$ cat config.mk
export PLATFORM = sky130hd
export DESIGN_NAME = xc_aesmix_iter
export DESIGN_NICKNAME = d
export VERILOG_FILES = /design/src/rtl/xc_aes_pkg.sv /design/src/rtl/xc_gf_dot4.sv /design/src/rtl/xc_aesmix_iter.sv
export SDC_FILE = /design/constraint.sdc
export NUM_CORES = 1
export LEC_CHECK = 0
export CELL_PAD_IN_SITES_DETAIL_PLACEMENT = 0
export CELL_PAD_IN_SITES_GLOBAL_PLACEMENT = 2
export CORE_MARGIN = 2
export CORE_UTILIZATION = 35
export DETAILED_ROUTE_END_ITERATION = 10
export PLACE_DENSITY_LB_ADDON = 0.3
export SLEW_MARGIN = 40
export SYNTH_ARGS = -nofsm -noshare
export SYNTH_HDL_FRONTEND = slang
export SYNTH_HIERARCHICAL = 1
export SYNTH_SLANG_ARGS = --single-unit
$ cat constraint.sdc
create_clock -name clock -period 2.8 [get_ports clock]
set_input_delay 0.28 -clock clock [delete_from_list [all_inputs] [get_ports clock]]
set_output_delay 0.28 -clock clock [all_outputs]
set_load 0.01 [all_outputs]
$ cat src/rtl/xc_aes_pkg.sv
`default_nettype none
// +----------------------------------------------------------------------+
// | xc_aes_pkg : GF(2^8) constants, coefficient sets, FSM states, helpers |
// | Revision   : 1.0                                                      |
// +----------------------------------------------------------------------+
package xc_aes_pkg;

  localparam logic [7:0]  GF_POLY  = 8'h1b;
  // Nibble i holds the coefficient applied to column byte i.
  localparam logic [15:0] ENC_COEF = 16'h1132;
  localparam logic [15:0] DEC_COEF = 16'h9dbe;

  typedef enum logic [1:0] {
    IDLE = 2'd0,
    BUSY = 2'd1,
    DONE = 2'd2
  } state_e;

  function automatic logic [7:0] xtime(input logic [7:0] a);
    return {a[6:0], 1'b0} ^ (a[7] ? GF_POLY : 8'h00);
  endfunction

  function automatic logic [7:0] gf_mulk(input logic [7:0] a, input logic [3:0] k);
    logic [7:0] p;
    logic [7:0] r;
    r = 8'h00;
    p = a;
    for (int i = 0; i < 4; i++) begin
      if (k[i]) r = r ^ p;
      p = xtime(p);
    end
    return r;
  endfunction

endpackage
`default_nettype wire

$ cat src/rtl/xc_gf_dot4.sv
`default_nettype none
// +----------------------------------------------------------------------+
// | xc_gf_dot4 : 4-term GF(2^8) dot product of a column and coefficients  |
// | Revision   : 1.0                                                      |
// +----------------------------------------------------------------------+
module xc_gf_dot4
  import xc_aes_pkg::*;
(
  input  logic [31:0] i_col,
  input  logic [15:0] i_coef,
  output logic [7:0]  o_dot
);

  always_comb begin
    o_dot = 8'h00;
    for (int i = 0; i < 4; i++) begin
      o_dot = o_dot ^ gf_mulk(i_col[8*i +: 8], i_coef[4*i +: 4]);
    end
  end

endmodule
`default_nettype wire

$ cat src/rtl/xc_aesmix_iter.sv
`default_nettype none
// +----------------------------------------------------------------------+
// | xc_aesmix_iter : iterative (Inv)MixColumns, one output byte per cycle |
// | Revision       : 1.0                                                  |
// +----------------------------------------------------------------------+
module xc_aesmix_iter
  import xc_aes_pkg::*;
(
  input  logic        clock,
  input  logic        reset,
  input  logic        valid,
  input  logic [31:0] rs1,
  input  logic        enc,
  output logic        ready,
  output logic [31:0] result
);

  state_e      state_q, state_d;
  logic [1:0]  cnt_q,   cnt_d;
  logic [31:0] col_q,   col_d;
  logic [31:0] acc_q,   acc_d;
  logic        mode_q,  mode_d;

  logic [15:0] w_coef;
  logic [7:0]  w_byte;

  assign w_coef = mode_q ? ENC_COEF : DEC_COEF;

  xc_gf_dot4 u_dot (
    .i_col  (col_q),
    .i_coef (w_coef),
    .o_dot  (w_byte)
  );

  always_comb begin
    state_d = state_q;
    cnt_d   = cnt_q;
    col_d   = col_q;
    acc_d   = acc_q;
    mode_d  = mode_q;
    case (state_q)
      IDLE: begin
        if (valid) begin
          col_d   = rs1;
          mode_d  = enc;
          cnt_d   = 2'd0;
          acc_d   = 32'h0;
          state_d = BUSY;
        end
      end
      BUSY: begin
        if (!valid) begin
          cnt_d   = 2'd0;
          acc_d   = 32'h0;
          col_d   = 32'h0;
          state_d = IDLE;
        end else begin
          // Rotating the column lets the same coefficient wiring yield every row.
          acc_d = {w_byte, acc_q[31:8]};
          col_d = {col_q[7:0], col_q[31:8]};
          cnt_d = cnt_q + 2'd1;
          if (cnt_q == 2'd3) state_d = DONE;
        end
      end
      DONE:    state_d = IDLE;
      default: state_d = IDLE;
    endcase
  end

  always_ff @(posedge clock or negedge reset) begin
    if (!reset) begin
      state_q <= IDLE;
      cnt_q   <= 2'd0;
      col_q   <= 32'h0;
      acc_q   <= 32'h0;
      mode_q  <= 1'b0;
    end else begin
      state_q <= state_d;
      cnt_q   <= cnt_d;
      col_q   <= col_d;
      acc_q   <= acc_d;
      mode_q  <= mode_d;
    end
  end

  // Masked so the value can be OR-merged onto a shared result bus.
  assign ready  = (state_q == DONE);
  assign result = acc_q & {32{ready}};

endmodule
`default_nettype wire

==> metrics.md, run 1 <==
| Metric | Value |
|---|---|
| Starting Density | `between 30 and 40%` |
| Top post-synthesis cells by area | `dfrtp_1 (33%), xnor2_1 (17%), nand2_1 (8.0%), mux2i_1 (7.2%), xor2_1 (6.4%)` |
| Die Y | `~130 um` |
| Worst Setup End Kind | `flop` |
| Post-synth EDFFs | `0` |
| Largest net degree at the start of global routing | `70` |
| Final Skew | `a little under 10 ps` |
| Die width | `127.1 um` |
| Clock sink count | `~70` |
| TritonCTS clock tree | `done` |
| Share of layout cells above drive strength 1 | `around 7.1%` |
| Yosys reg bits | `between 60 and 70` |
| Dpl cell area | `approximately 6000 um2` |
| GRT Util Overall | `approximately a fifth` |
| Final core occ | `43.93%` |
| Diode count | `0` |
| Final hold vios | `0` |
| WL/cell | `about 18 um` |
| # port buffers | `68` |
| Pre-antenna DRT Iters | `4` |
| Die Area | `16150 um2` |
| Status | `completed` |
| Root Buffer | `clkbuf_16` |
| Mapped Cells | `around 560` |
| Ports | `a little under 70` |
| Worst-Margin Slew | `approximately 540 ps` |
| Area Overhead vs Synth | `21.34%` |
| Setup ws final | `507.0 ps` |
| Vias/cell | `4.876` |
| Final setup vio count | `0` |
| Synth warnings | `6` |
| CTS buffer count | `9` |
| Routed WL | `14.41 mm` |
| Syn avg cell area | `9.484 um2` |
| Final instance area | `about 6400 um2` |
| Place WS | `524.7 ps` |
| Netlist cell types | `39` |
| Vias post-DR | `between 3k and 4k` |
| DP Cell Count | `approximately 800` |
| CTS clk-pin slew, worst paths | `around 60 ps` |
| Gr ovfl total | `0` |
| Commonest non-fill, non-tap cell in the layout | `nand2_1` |
| Main synth FF type | `dfrtp_1` |
| First-pass GRT wire length | `approximately 23 mm` |
| Period utilization | `around four fifths` |
| Worst-skew pair later-pin latency | `between 300 and 400 ps` |
| Max_slew headroom | `between 60% and 70%` |
| Max VDD drop | `0.2734 mV` |
| Crit path launch type | `flop` |
| CTS max path bufs | `2` |
| Yosys top cell by area | `dfrtp_1` |
| HP Class | `input pin to asynchronous set/reset pin` |
| Most frequent cells in the layout | `nand2_1 (113), xnor2_1 (105), dfrtp_1 (68)` |
| Async SR Flop Fraction | `between 90% and 100%` |
| Initial antenna violation count | `0` |
| Crit-path max FO | `10` |
| Max cap viols | `0` |
| Post-Layout Cell Count | `slightly above 800` |
| Seq/Total Area, Yosys | `32.57%` |
| Critical path arrival | `~2500 ps` |
| Remaining antenna violation count | `0` |
| DRC viols | `0` |
| Fmax | `about 440 MHz` |
| CORE AREA | `~15000 um2` |
| Nets | `between 600 and 700` |
| Placement Rows | `44` |
| Vias in the first global route | `3989` |
| Synthesized area | `5301 um2` |
| Crit path time final | `around 2300 ps` |
| Pwr dens | `a little over 600 nW/um2` |
| H-tree Lvls | `3` |
| Detailed Place HPWL | `about 11 mm` |
| GP Congestion | `between 0.8 and 0.9` |
| Yosys top cell area share | `32.57%` |
| Slew Viols, Final | `0` |
| Required time worst endpoint | `just over 3000 ps` |
| Unrepaired setup endpoints after global routing | `no` |
| Crit Path Category | `flop to flop` |
| Leak | `between 2 and 3 nW` |
| Initial drt markers | `roughly 190` |
| Setup TNS | `0 ps` |
==> logic make-up (layout without fill, tap and decap cells) <==
family	count (synthesis)	in the layout	share of synthesized area, %
AND/OR/NAND/NOR	160	160	13.52
multiplexers	40	40	7.600
buffers and inverters	55	108	6.349
other	2	20	0.1417
adder cells (fa/ha/maj)	1	1	0.2360
AO/OA/AOI/OAI	82	82	13.29
flip-flops	69	69	32.57
XOR/XNOR	150	150	26.29
==> worst paths after layout <==
kind | startpoint | to | slack (ps) | cells past startpoint
worst max-delay path | col_q[15] | acc_q[28] | 510 | 7
max in group asynchronous | reset | col_q[9] | 1990 | 3
worst min-delay path | reset | acc_q[3] | 480 | 3
worst max register to register | col_q[15] | acc_q[28] | 510 | 7
min in group clock | acc_q[0] | acc_q[0] | 500 | 1
worst min register to register | acc_q[0] | acc_q[0] | 500 | 1
==> power breakdown <==
| part | total, W | internal, W | switching (W) |
|---|---|---|---|
| clock network | 0.00118 | 0.000699 | 0.000483 |
| logic | 0.00153 | 0.000799 | 0.000732 |
| registers | 0.00129 | 0.00112 | 0.000177 |
| total | 0.00401 | 0.00261 | 0.00139 |
==> state kept, by name, indices dropped and copies added (netlist names) <==
signal   cells
cnt_q        2
col_q       32
mode_q       1
acc_q       32
state_q      2
==> repair_timing <==
| item | 4_1_cts | 5_1_grt |
|---|---|---|
| gates resized for setup | 0 | 0 |
| hold buffers | 1 | 0 |
| setup buffers | 0 | 0 |
| endpoints found under the setup margin | 0 | 0 |
| hold endpoints to repair | 69 | 0 |
==> critical path, stage by stage (launching register included) <==
cell,delay (ps)
dfrtp_1,660
xnor2_4,190
o22ai_1,100
o2bb2ai_1,150
a311oi_2,280
xnor2_1,180
xnor3_1,420
a22o_1,200
==> metrics by stage <==
| stage | hold WS (ps) | total power (W) |
|---|---|---|
| floorplan | -15.59 | 0.002500 |
| global placement | 339.6 | 0.002822 |
| detailed placement | 334.8 | 0.002840 |
| CTS | 499.5 | 0.004038 |
| global route | 516.8 | 0.004253 |
| finish | 478.1 | 0.004006 |
==> cell usage after synthesis, types with 3 or more instances <==
library cell and number:
a22o_1 33, nand2_1 113, inv_1 5, o2bb2ai_1 33
clkbuf_1 10, dfrtp_1 69, nor2b_1 3, o21ai_0 4
o22ai_1 3, buf_2 20, xor2_1 39, buf_4 6
xnor2_1 105, and2_1 33, mux2i_1 38, buf_6 10
nand3_1 3
==> layer usage <==
layer  GRT usage, %  up-vias  wire length (um)
li1               -     1969                 -
met4          6.658        0               355
met5              0        -                 0
met3          3.434       22               415
met1          25.61     1904              6968
met2          29.44       74              6670
==> cell type report <==
type | instances | area (um2)
well taps | 184 | 230.2
fillers | 1446 | 8212
repair buffers | 86 | 838.3
clock buffers | 10 | 229.0
clock inverters | 6 | 71.32
flip-flops and latches | 69 | 1728
multi-input cells | 453 | 3313
inverters | 6 | 22.52
(Power assumes the default switching activity.)
==> inputs of run 2 (changes only) <==
==> constraint.sdc (replaced) <==
create_clock -name clock -period 2.3 [get_ports clock]
set_input_delay 0.23 -clock clock [delete_from_list [all_inputs] [get_ports clock]]
set_output_delay 0.23 -clock clock [all_outputs]
set_load 0.01 [all_outputs]
==> run 2 against run 1 <==
Global-route usage grew 0.74 points. Hold slack got worse by 96 ps. Core utilization grew 1.2 points. Power increased by 25%. Combinational power grew 30%. Critical path depth unchanged. Fmax up 8.2%. Critical endpoint unchanged. Largest cell class unchanged. Highest routed layer unchanged.
==> metrics.md, run 2 (synthesis results as in run 1) <==
| Metric | Value |
|---|---|
| Max VDD drop | `around 0.42 mV` |
| Nets | `680` |
| CP max stage cell | `dfrtp_2` |
| Leak | `2.760 nW` |
| Initial antenna violation count | `0` |
| Fillers | `1448` |
| CTS max path bufs | `2` |
| Status | `completed` |
| Crit path time final | `about 2100 ps` |
| Largest net degree at the start of global routing | `between 40 and 50` |
| Vias/cell | `4.983` |
| Unrepaired setup endpoints after global routing | `no` |
| Max_slew headroom | `approximately 57%` |
| Gr ovfl total | `0` |
| Share of layout cells above drive strength 1 | `10.34%` |
| Root Buffer | `clkbuf_16` |
| Die width | `between 100 and 150 um` |
| Worst-skew pair later-pin latency | `340 ps` |
| WL/cell | `around 18 um` |
| Diode count | `0` |
| R2r setup slk | `between 150 and 200 ps` |
| Detailed Place HPWL | `approximately 11 mm` |
| Required time worst endpoint | `~2500 ps` |
| GP Congestion | `between 0.8 and 0.9` |
| Final hold vios | `0` |
| Ports | `between 60 and 70` |
| Total power | `around 0.005 W` |
| Area of the multi-input gates | `3313 um2` |
| Crit Path Category | `flop to flop` |
| GRT Util Overall | `approximately a fifth` |
| Remaining antenna violation count | `0` |
| Area Overhead vs Synth | `24.66%` |
| CORE AREA | `approximately 15000 um2` |
| Reg2reg end | `acc_q[28]` |
| Pwr dens | `between 700 and 800 nW/um2` |
| Most frequent cells in the layout | `nand2_1 (113), xnor2_1 (105), clkdlybuf4s50_1 (67)` |
| Period utilization | `slightly above 90%` |
| Slew Viols, Final | `0` |
| HP Class | `input pin to asynchronous set/reset pin` |
| Starting Density | `a little over a third` |
| H-tree Lvls | `3` |
| Worst Setup End Kind | `flop` |
| Die Y | `roughly 130 um` |
| Crit path launch type | `flop` |
| Setup TNS | `0 ps` |
| First-pass GRT wire length | `about 24 mm` |
| Vias in the first global route | `4185` |
| # port buffers | `between 60 and 70` |
| Pre-antenna DRT Iters | `5` |
| Final core occ | `a little under half` |
| Max incr delay on CP | `around 500 ps` |
| Routed WL | `approximately 15 mm` |
| WHS | `between 300 and 400 ps` |
| Vias post-DR | `a little over 4k` |
| TritonCTS clock tree | `done` |
| Placement Rows | `44` |
| Initial drt markers | `193` |
| Commonest non-fill, non-tap cell in the layout | `nand2_1` |
| Worst R2R Start | `col_q[15]` |
| Clock sink count | `69` |
| Top flop regs | `acc_q: 32 flops, col_q: 32 flops` |
| CTS clk-pin slew, worst paths | `~60 ps` |
| CTS buffer count | `9` |
| Fmax | `roughly 470 MHz` |
| Critical path arrival | `2340 ps` |
| Max cap viols | `0` |
| Cells along the critical path | `xnor2_4, o22ai_1, o2bb2ai_1, a311oi_2, xnor2_1, xnor3_1, a22o_1` |
| Die Area | `approximately 16000 um2` |
| R2r worst-path depth | `7` |
| Crit-path max FO | `7` |
| Storage element area | `1730 um2` |
| Final Skew | `about 11 ps` |
| DRC viols | `0` |
| Setup Fix Bufs, Post-CTS | `0` |
| Final setup vio count | `0` |
| Worst-Margin Slew | `between 600 and 700 ps` |
## run 2: changes by cell type in the layout (fill, tap and decap cells not counted), moves of 2 or more
cell / previous run / this run
clkbuf_8: 0 / 2
buf_4: 15 / 32
inv_6: 1 / 3
dfrtp_1: 68 / 66
dfrtp_2: 1 / 3
## run 2: how the worst max path moves through the flow
stage | startpoint | end | cells past startpoint
2_1_floorplan | mode_q | acc_q[28] | 7
3_3_place_gp | col_q[15] | acc_q[28] | 7
3_5_place_dp | col_q[15] | acc_q[28] | 7
4_1_cts | col_q[15] | acc_q[28] | 7
5_1_grt | state_q[0] | result[9] | 4
6_report | col_q[15] | acc_q[28] | 7
## run 2: timing repair
action	in CTS	in global routing
endpoints found under the setup margin	0	2
hold endpoints to repair	16	0
gates resized for setup	0	3
hold buffers	1	0
## run 2: stage by stage
stage                     worst slack, ps  area (um2)  cells
after floorplan                     197.5        5369    577
after global placement              176.0        6250    814
after detailed placement            116.8        6250    814
after CTS                           92.24        6578    831
after global routing                61.03        6609    832
final                               181.0        6609    832
## run 2: layout make-up
type                    count  share of cell area, %
multi-input cells         453                  50.13
flip-flops and latches     69                  26.18
repair buffers            104                  14.99
clock buffers              11                  3.824
well taps                 184                  3.484
clock inverters             5                 0.9845
inverters                   6                 0.3976
## run 2: critical path: cells and delay by family (launching register included)
family,cells,cell delay (ps)
flops,1,490
compound gates,4,720
xor+xnor,3,790
## run 2: layer usage
layer  global-route usage [%]  vias up  wire length (um)
met1                    26.12     2014              7199
met2                    31.37      118              6913
met3                    3.476       19               687
met5                        0        -                 0
met4                    6.787        0               436
li1                         -     1995                 -
## run 2: power by group
group | switching, W | leakage, nW | internal (W)
registers | 0.000190 | 0.915 | 0.00136
logic | 0.000957 | 1.69 | 0.00103
clock network | 0.000577 | 0.157 | 0.000913
total | 0.00172 | 2.76 | 0.00330
==> inputs of run 3 (changes only) <==
--- a/config.mk
+++ b/config.mk
@@ -5,12 +5,14 @@
 export SDC_FILE = /design/constraint.sdc
 export NUM_CORES = 1
 export LEC_CHECK = 0
+export ABC_CLOCK_PERIOD_IN_PS = 2300
 export CELL_PAD_IN_SITES_DETAIL_PLACEMENT = 0
 export CELL_PAD_IN_SITES_GLOBAL_PLACEMENT = 2
 export CORE_MARGIN = 2
 export CORE_UTILIZATION = 35
 export DETAILED_ROUTE_END_ITERATION = 10
 export PLACE_DENSITY_LB_ADDON = 0.3
+export SETUP_SLACK_MARGIN = 0.2
 export SLEW_MARGIN = 40
 export SYNTH_ARGS = -nofsm -noshare
 export SYNTH_HDL_FRONTEND = slang
==> run 3 against run 2 <==
Sequential share of layout area decreased by 0.29 points. Critical path depth unchanged. Via count increased by 1.2%. Flip-flop and latch count unchanged. Critical path type unchanged. Largest power group unchanged. Highest routed layer unchanged.
==> metrics.md, run 3 (synthesis results as in run 1) <==
| Metric | Value |
|---|---|
| Clock sink count | `69` |
| Vias/cell | `5.000` |
| Detailed Place HPWL | `about 11 mm` |
| CTS clk-pin slew, worst paths | `roughly 60 ps` |
| Most frequent cells in the layout | `nand2_1 (113), xnor2_1 (103), clkdlybuf4s50_1 (66)` |
| Crit path launch type | `flop` |
| Global routing met3 resource utilization | `2.973%` |
| TritonCTS clock tree | `done` |
| Nets | `687` |
| Placement Rows | `44` |
| Worst-skew pair later-pin latency | `between 300 and 400 ps` |
| HP Class | `input pin to asynchronous set/reset pin` |
| Die Y | `about 130 um` |
| Most Used Layer, Global Route | `met2` |
| # port buffers | `68` |
| GRT met2 Usage | `about a third` |
| CTS max path bufs | `2` |
| Ports | `a little under 70` |
| Vias in the first global route | `~4.3k` |
| Max VDD drop | `about 0.37 mV` |
| Status | `completed` |
| H-tree Lvls | `3` |
| Remaining antenna violation count | `0` |
| Initial antenna violation count | `0` |
| Max cap viols | `0` |
| Fmax | `~480 MHz` |
| Final instance area | `~6700 um2` |
| Initial drt markers | `between 200 and 300` |
| Pwr dens | `between 700 and 800 nW/um2` |
| DRC viols | `0` |
| Pre-antenna DRT Iters | `5` |
| Area Overhead vs Synth | `26.60%` |
| Top flop regs | `acc_q: 32 flops, col_q: 32 flops` |
| Final Skew | `between 7 and 8 ps` |
| GRT Util Overall | `approximately 20%` |
| Starting Density | `between 30% and 40%` |
| Crit-path max FO | `4` |
| CORE AREA | `~15000 um2` |
| Die width | `roughly 130 um` |
| Required time worst endpoint | `about 2500 ps` |
| Dpl cell area | `roughly 6300 um2` |
| Die Area | `roughly 16000 um2` |
| Crit path time final | `about 2100 ps` |
| Gr ovfl total | `0` |
| GP Congestion | `~0.9` |
| Leak | `around 2.8 nW` |
| Final setup vio count | `0` |
| CTS buffer count | `9` |
| Storage element area | `about 1700 um2` |
| Vias post-DR | `about 4.2k` |
| WL/cell | `between 15 and 20 um` |
| Largest net degree at the start of global routing | `37` |
| Unrepaired setup endpoints after global routing | `yes` |
| Period utilization | `90.14%` |
| Crit Path Category | `flop to flop` |
| Commonest non-fill, non-tap cell in the layout | `nand2_1` |
| Routed WL | `between 15 and 20 mm` |
| Fillers | `around 1.5k` |
| GRT met1 Usage | `a little over a quarter` |
| Diode count | `0` |
| Worst Setup End Kind | `flop` |
| First-pass GRT wire length | `around 25 mm` |
| Critical path arrival | `approximately 2300 ps` |
| Final hold vios | `0` |
| Share of layout cells above drive strength 1 | `between 10% and 20%` |
| Max_slew headroom | `between 60 and 70%` |
| Setup TNS | `0 ps` |
| Area of the multi-input gates | `about 3400 um2` |
| Slew Viols, Final | `0` |
| Root Buffer | `clkbuf_16` |
| Worst-Margin Slew | `around 570 ps` |
-- run 3: changes by cell type in the layout (fill, tap and decap cells not counted), sizes merged --
| cell | change |
|---|---|
| clkdlybuf4s50 | -1 |
| buf | +8 |
| clkbuf | -2 |
| dlymetal6s2s | +1 |
| clkinvlp | -1 |
| clkinv | +2 |
-- run 3: through the flow --
stage / instances / power, W / utilization [%] / worst slack (ps) / hold WS [ps]
floorplan: 577 / 0.003044 / - / 275.9 / -65.59
global placement: 815 / 0.003511 / 42.81 / 182.0 / 345.7
detailed placement: 815 / 0.003534 / 42.81 / 110.3 / 358.3
CTS: 835 / 0.004979 / 45.16 / 185.1 / 491.6
global route: 839 / 0.005289 / 45.83 / 139.3 / 413.8
finish: 839 / 0.004990 / 45.83 / 226.8 / 370.4
-- run 3: where the power goes --
part | switching (W) | internal [W] | total (W)
Clock | 0.000572 | 0.000849 | 0.00142
Combinational | 0.000968 | 0.00105 | 0.00202
Sequential | 0.000185 | 0.00136 | 0.00155
Total | 0.00173 | 0.00326 | 0.00499
-- run 3: area by class of cell --
cell class / instances / share of cell area (%)
Inverter: 6 / 0.3356
Timing Repair Buffer: 111 / 15.77
Tap cell: 184 / 3.430
Clock inverter: 6 / 1.044
Clock buffer: 10 / 3.412
Multi-Input combinational cell: 453 / 50.11
Sequential cell: 69 / 25.89
-- run 3: what timing repair did --
item | in CTS | in global routing
cloned | 1 | 0
hold buffers | 1 | 0
endpoints found under the hold margin | 28 | 0
pin swaps | 0 | 2
setup endpoints to repair | 33 | 38
gates resized for setup | 6 | 16
setup buffers | 2 | 4
-- run 3: worst paths after layout --
path | startpoint | endpoint | slack, ps | cells past startpoint
min in group clock | acc_q[4] | acc_q[4] | 490 | 1
max in group asynchronous | reset | col_q[13] | 1390 | 3
worst min-delay path | reset | col_q[5] | 370 | 2
worst min register to register | acc_q[4] | acc_q[4] | 490 | 1
worst max register to register | col_q[15] | acc_q[28] | 230 | 7
worst max-delay path | col_q[15] | acc_q[28] | 230 | 7
-- run 3: critical path: stages (launching register included) --
cell and delay [ps]:
dfrtp_2 480, xnor2_4 180, o22ai_1 90, o2bb2ai_1 140
a311oi_2 280, xnor2_1 170, xnor3_1 410, a22o_1 200
-- run 3: routing by layer --
| layer | vias to the layer above | wire, um |
|---|---|---|
| met5 | - | 0 |
| met4 | 0 | 244 |
| met3 | 20 | 590 |
| met2 | 101 | 7265 |
| met1 | 2062 | 7180 |
| li1 | 2012 | - |
